**src/rtl/mix_columns_seq.sv**
```systemverilog
// Iterative AES MixColumns: one shared column mixer walks the four columns
// of the 128-bit state, one column per clock, with valid/ready on both sides.
module mix_columns_seq #(
    parameter int BYTE = 8,
    parameter int WORD = 32,
    parameter int Nb   = 128,
    parameter int NCOL = Nb / WORD
) (
    input  logic          clk,
    input  logic          rst,
    input  logic          in_valid,
    output logic          in_ready,
    input  logic          bypass,
    input  logic [Nb-1:0] state_in,
    output logic          out_valid,
    input  logic          out_ready,
    output logic [Nb-1:0] state_out,
    output logic          busy
);

    typedef enum logic [1:0] {
        ST_IDLE = 2'd0,
        ST_MIX  = 2'd1,
        ST_DONE = 2'd2
    } state_t;

    state_t          state_q, state_d;
    logic [1:0]      col_q, col_d;
    logic [Nb-1:0]   data_q, data_d;
    logic [WORD-1:0] col_word_s;
    logic [WORD-1:0] mixed_word_s;
    logic [Nb-1:0]   data_mixed_s;

    function automatic logic [BYTE-1:0] xtime(input logic [BYTE-1:0] a);
        return {a[BYTE-2:0], 1'b0} ^ (a[BYTE-1] ? 8'h1b : 8'h00);
    endfunction

    // a0 is the most significant byte of the column
    function automatic logic [WORD-1:0] col_mix(input logic [WORD-1:0] c);
        logic [BYTE-1:0] a0, a1, a2, a3;
        a0 = c[4*BYTE-1 -: BYTE];
        a1 = c[3*BYTE-1 -: BYTE];
        a2 = c[2*BYTE-1 -: BYTE];
        a3 = c[BYTE-1 -: BYTE];
        return {xtime(a0) ^ xtime(a1) ^ a1 ^ a2 ^ a3,
                a0 ^ xtime(a1) ^ xtime(a2) ^ a2 ^ a3,
                a0 ^ a1 ^ xtime(a2) ^ xtime(a3) ^ a3,
                xtime(a0) ^ a0 ^ a1 ^ a2 ^ xtime(a3)};
    endfunction

    // Select the current column, mix it, and splice it back into the state
    always_comb begin
        col_word_s   = '0;
        data_mixed_s = data_q;
        for (int c = 0; c < NCOL; c++) begin
            if (col_q == c[1:0]) begin
                col_word_s = data_q[Nb-1-c*WORD -: WORD];
            end else begin
                col_word_s = col_word_s;
            end
        end
        mixed_word_s = col_mix(col_word_s);
        for (int c = 0; c < NCOL; c++) begin
            if (col_q == c[1:0]) begin
                data_mixed_s[Nb-1-c*WORD -: WORD] = mixed_word_s;
            end else begin
                data_mixed_s[Nb-1-c*WORD -: WORD] = data_q[Nb-1-c*WORD -: WORD];
            end
        end
    end

    // Next-state logic; DONE can accept a new state in the same edge it hands one off
    always_comb begin
        state_d = state_q;
        col_d   = col_q;
        data_d  = data_q;
        case (state_q)
            ST_IDLE: begin
                if (in_valid) begin
                    data_d  = state_in;
                    col_d   = 2'd0;
                    state_d = bypass ? ST_DONE : ST_MIX;
                end else begin
                    state_d = ST_IDLE;
                end
            end
            ST_MIX: begin
                data_d = data_mixed_s;
                col_d  = col_q + 2'd1;
                if (col_q == 2'd3) begin
                    state_d = ST_DONE;
                end else begin
                    state_d = ST_MIX;
                end
            end
            ST_DONE: begin
                if (out_ready && in_valid) begin
                    data_d  = state_in;
                    col_d   = 2'd0;
                    state_d = bypass ? ST_DONE : ST_MIX;
                end else if (out_ready) begin
                    state_d = ST_IDLE;
                end else begin
                    state_d = ST_DONE;
                end
            end
            default: begin
                state_d = ST_IDLE;
                col_d   = 2'd0;
            end
        endcase
    end

    // State, column counter and datapath registers
    always_ff @(posedge clk or posedge rst) begin
        if (rst) begin
            state_q <= ST_IDLE;
            col_q   <= 2'd0;
            data_q  <= '0;
        end else begin
            state_q <= state_d;
            col_q   <= col_d;
            data_q  <= data_d;
        end
    end

    // Handshake and status decode from the state register
    always_comb begin
        out_valid = 1'b0;
        busy      = 1'b0;
        in_ready  = 1'b0;
        case (state_q)
            ST_IDLE: in_ready = 1'b1;
            ST_MIX:  busy     = 1'b1;
            ST_DONE: begin
                out_valid = 1'b1;
                in_ready  = out_ready;
            end
            default: in_ready = 1'b0;
        endcase
    end

    assign state_out = data_q;

endmodule

```
**config.mk**
```make
export PLATFORM = sky130hd
export DESIGN_NAME = mix_columns_seq
export DESIGN_NICKNAME = d
export VERILOG_FILES = /design/src/rtl/mix_columns_seq.sv
export SDC_FILE = /design/constraint.sdc
export NUM_CORES = 1
export LEC_CHECK = 0
export ABC_AREA = 1
export CORE_ASPECT_RATIO = 1.4
export CORE_UTILIZATION = 45
export CTS_BUF_LIST = sky130_fd_sc_hd__clkbuf_16
export DETAILED_ROUTE_END_ITERATION = 10
export PLACE_DENSITY = 0.77
export SKIP_LAST_GASP = 1
export SYNTH_ARGS = -nofsm -noshare
export SYNTH_HDL_FRONTEND = slang
export SYNTH_SLANG_ARGS = --single-unit
```
**constraint.sdc**
```tcl
create_clock -name clk -period 15.45 [get_ports clk]
set_clock_uncertainty 0.2 [all_clocks]
set_input_delay 4.635 -clock clk [delete_from_list [all_inputs] [get_ports clk]]
set_output_delay 4.635 -clock clk [all_outputs]
set_load 0.01 [all_outputs]
```
Word level (Yosys, flattened, before mapping)
Index checks and enable logic that the tools add are counted.
- register bits after elaboration: 132
- output and inout port bits: 131
- word-level logic and storage cells: 74
- $add $sub $neg: 1
- equality and inequality tests: 11
- multiplexer cells: 27
- bitwise gates (word level): 20
- reduce and logical (&&, ||, !) cells: 9
- operators with widths (kind ; count):
    case mux 128 bit (3 select lines) ; 1
    2-to-1 mux 128 bit ; 2
    2-to-1 mux 32 bit ; 8
    XOR 8 bit ; 16
    XOR 8 x 5 -> 8 bit ; 4
    2-to-1 mux 5 bit ; 4
    AND reduction 4 bit ; 4
    2-to-1 mux 2 bit ; 7
    != test 2 bit (second input constant) ; 6
    case mux 2 bit (3 select lines) ; 2
    equality test 2 bit (second input constant) ; 3
    equality test 2 x 1 -> 1 bit (second input constant) ; 2
    zero test 2 bit ; 2
    nonzero test 3 bit ; 1
    adder 2 x 1 -> 2 bit (second input constant) ; 1
    2-to-1 mux 1 bit ; 2
    case mux 1 bit (2 select lines) ; 1
    AND reduction 2 bit ; 1
    logical AND 1 bit ; 1

Longest topological paths before layout
- word-level depth: 13
- depth in mapped cells: 19
- depth with buffers taken out: 17

Worst setup path before layout
No wires, ideal clock.
- kind: input port to output port
- start point: input out_ready
- end point: output in_ready
- arrival time: 4822 ps
- data required time: 10615 ps
- setup slack: 5793 ps
- stages: 2
- buffers on the path: 0
- path through: nor2_1 nor2_1
- cells in the longest elaborated chain, start to end: 1
- ends and longest elaborated chain (element ; RTL line ; RTL):
    start: declaration ; 16 ; input logic out_ready,
    case mux 1 bit (2 select lines) ; 132 ; case (state_q)
    end: declaration ; 12 ; output logic in_ready,
Every way passes these cells.

Worst setup path after layout
Ends and elaborated chain as after synthesis.

==> Flow_metrics.wiki <==
{| class="wikitable"
! Metric !! Value
|-
| Count of fill cells added during filler insertion || approximately 1,700
|-
| HPWL after detailed placement || ~27,000 microns
|-
| Wire length reported by the detailed router || between 30,000 and 40,000 microns
|-
| Sequential cell area fraction in the yosys report || between 30% and 40%
|-
| Area overhead of the layout relative to synthesis || 36.5%
|-
| Final setup violation count || 0
|-
| Via count of the first global-routing pass || roughly 9,900
|-
| Syn_nets || around 1,500
|-
| Clk Latency, worst-skew pair || approximately 0.43 ns
|-
| Number of hold violations in the final report || 0
|-
| Level count of the clock H-tree || 4
|-
| Final Cycle Share || between 60 and 70%
|-
| Vias/cell || around 5.7
|-
| Boundary Pins || about 260
|-
| First-pass iteration count of the detailed router || 7
|-
| Sink Count || between 100 and 150
|-
| Largest cells by area after synthesis || sky130_fd_sc_hd__dfrtp_1 37%, sky130_fd_sc_hd__nand2_1 21%, sky130_fd_sc_hd__a21oi_1 16%
|-
| Area of the mapped netlist || approximately 0.0090 sq mm
|-
| Unrepaired setup endpoints after global routing || false
|-
| Biggest area consumer among synthesized cells || sky130_fd_sc_hd__dfrtp_1
|-
| CTS tree || yes
|-
| Most used flip-flop cell after synthesis || sky130_fd_sc_hd__dfrtp_1
|-
| Count of different cell masters after synthesis || 31
|-
| Starting density of the core || between 40 and 50%
|-
| Met1 Use GR || a little under half
|-
| Highest net fanout along the worst path || 3
|-
| Routed wire per std cell || ~20 microns
|-
| Routed vias || roughly 11,000
|-
| Final max-slew violation count || 0
|-
| Status || finished clean
|-
| Most frequent cell after synthesis || sky130_fd_sc_hd__nand2_1
|-
| Measured slew at the worst slew-check pin || 1.28 ns
|-
| Number of synthesized register bits || between 100 and 150
|-
| Share of post-route cells with drive strength above 1 || roughly 7%
|-
| Die span in y || around 170 microns
|-
| Die width || about 120 microns
|-
| Number of warnings issued by yosys || 0
|-
| Area of the core || approximately 0.02 sq mm
|-
| Total of buffers placed on input and output ports || roughly 260
|-
| Arr. time, crit path || between 5 and 6 ns
|-
| Depth of the worst register-to-register path || 9
|-
| Area share of the leading cell type in the synthesized netlist || approximately 37%
|-
| M2 GR Usage || between 50% and 60%
|-
| Cells resized by post-CTS repair || 0
|-
| Post-CTS Setup Bufs || 0
|-
| Number of CTS-inserted buffers || 17
|-
| Reg2reg end || state_out[68]
|-
| Async set-or-reset flop fraction in the synthesized netlist || 100%
|-
| Antenna-violating nets left || 0
|-
| Setup CP Type || in2out
|-
| Origin of the worst setup path || out_ready
|-
| Die Footprint || approximately 0.021 sq mm
|-
| Maximum number of pins on one net before global-route repair || 70
|-
| Slew margin rel. || between 10 and 15%
|-
| Detailed-route DRC error count || 0
|-
| Clock-pin transition on the worst setup and hold timing paths || ~0.060 ns
|-
| Met3 usage || under 10%
|-
| Routability Congestion || approximately 0.95
|-
| Top cells by instance count after synthesis || 495 x sky130_fd_sc_hd__nand2_1, 289 x sky130_fd_sc_hd__a21oi_1, 186 x sky130_fd_sc_hd__nor2_1
|-
| Number of max-cap violations || 0
|-
| Count of flip-flops with a built-in enable after synthesis || 0
|-
| Worst setup endpoint || in_ready
|-
| Number of buffers inserted by hold repair at cts || 0
|-
| Gr usage total || a little over a third
|-
| Total negative slack for setup checks || 0 ns
|-
| Clock root buffer master || sky130_fd_sc_hd__clkbuf_16
|-
| Number of antenna violations at the first check in global routing || 0
|-
| Post-layout minimum cycle time || about 11 ns
|-
| Startpoint kind of the worst setup timing path || input pin
|-
| Maximum root-to-sink buffer count || 2
|-
| Setup slack, reg-to-reg || about 12 ns
|-
| DRT iter0 DRCs || 1,197
|-
| Busiest grt layer || met2
|-
| HP Class || reg2reg
|-
| Wire length of the first global-routing pass || between 50,000 and 60,000 microns
|-
| Critical Path Sink Type || output pin
|-
| Maximum clock frequency || 94.1 MHz
|-
| Worst Path Required || roughly 11 ns
|-
| Cells after Synth || around 1,400
|-
| Overflow left after global routing || 0
|-
| Post-Syn Area per Cell || around 6.5 sq um
|-
| Antenna diode count || 0
|-
| Source of the worst register-to-register timing path || state_q[0]
|-
| Row cnt || 60
|-
| Total number of nets in the final design || approximately 1,800
|}
[placed cells by master, fill, tap and decap left out, drive strengths merged, types with 2 or more instances in the layout]
master / netlist / final
nand2: 514 / 514
a21oi: 300 / 300
clkdlybuf4s50: 0 / 263
nor2: 188 / 188
dfrtp: 132 / 132
nand3: 92 / 92
inv: 59 / 63
clkbuf: 39 / 17
buf: 27 / 11
o21ai: 9 / 9
nand3b: 8 / 8
xor2: 4 / 4
xnor2: 4 / 4
bufinv: 0 / 4
ha: 4 / 4
clkinv: 0 / 4
a21boi: 3 / 3
clkinvlp: 0 / 2
[area by class of cell]
cell class / instances / area (sq um) / share of cell area, %
multi-input cells: 1129 / 5150 / 41.8
well taps: 248 / 310 / 2.52
flip-flops and latches: 132 / 3300 / 26.8
clock inverters: 14 / 186 / 1.51
inverters: 59 / 234 / 1.90
clock buffers: 17 / 425 / 3.45
repair buffers: 274 / 2720 / 22.0
[state kept, by name, indices dropped and copies added, names as in the netlist]
name       flops
state_out    128
state_q        2
col_q          2
[how the worst min path moves through the flow]
stage / from / slack [ns] / depth (start not counted) / to
after floorplan: state_q[1] / 0.31 / 1 / state_q[1]
after detailed placement: state_out[9] / 0.34 / 2 / state_out[9]
final: state_out[41] / 0.37 / 2 / state_out[41]
after global placement: state_out[92] / 0.34 / 2 / state_out[92]
after global routing: state_out[19] / 0.39 / 2 / state_out[19]
after CTS: state_out[9] / 0.36 / 2 / state_out[9]
[critical path, cell delays in order]
cell and delay, ns:
sky130_fd_sc_hd__clkdlybuf4s50_1 0.49, sky130_fd_sc_hd__nor2_1 0.05, sky130_fd_sc_hd__nor2_1 0.08, sky130_fd_sc_hd__clkdlybuf4s50_1 0.54
[per-layer routing]
| layer | up-vias | routed length, microns |
|---|---|---|
| met1 | 5078 | 14200 |
| met3 | 113 | 3190 |
| met4 | 0 | 1810 |
| met2 | 623 | 18100 |
| li1 | 4948 | - |
| met5 | - | 0 |
[stage by stage]
| step | hold slack (ns) | instances | utilization, % | setup slack (ns) | instance area, sq um |
|---|---|---|---|---|---|
| floorplan | 0.309 | 1386 | - | 5.79 | 9030 |
| global placement | 0.336 | 1842 | 60.2 | 4.81 | 11700 |
| detailed placement | 0.343 | 1842 | 60.2 | 4.83 | 11700 |
| CTS | 0.361 | 1873 | 63.4 | 4.81 | 12300 |
| global route | 0.386 | 1873 | 63.4 | 4.75 | 12300 |
| finish | 0.365 | 1873 | 63.4 | 4.82 | 12300 |
[cell families after synthesis]
| kind of cell | count (synthesis) | share of synthesized area, % |
|---|---|---|
| simple gates | 802 | 37.1 |
| xor+xnor | 8 | 0.776 |
| compound gates | 315 | 18.4 |
| buf+inv | 125 | 6.60 |
| fa+ha+maj | 4 | 0.554 |
| flops | 132 | 36.6 |
Power is not shown: default switching activity piles up to over one toggle a cycle in this logic, so the estimate is an artifact.
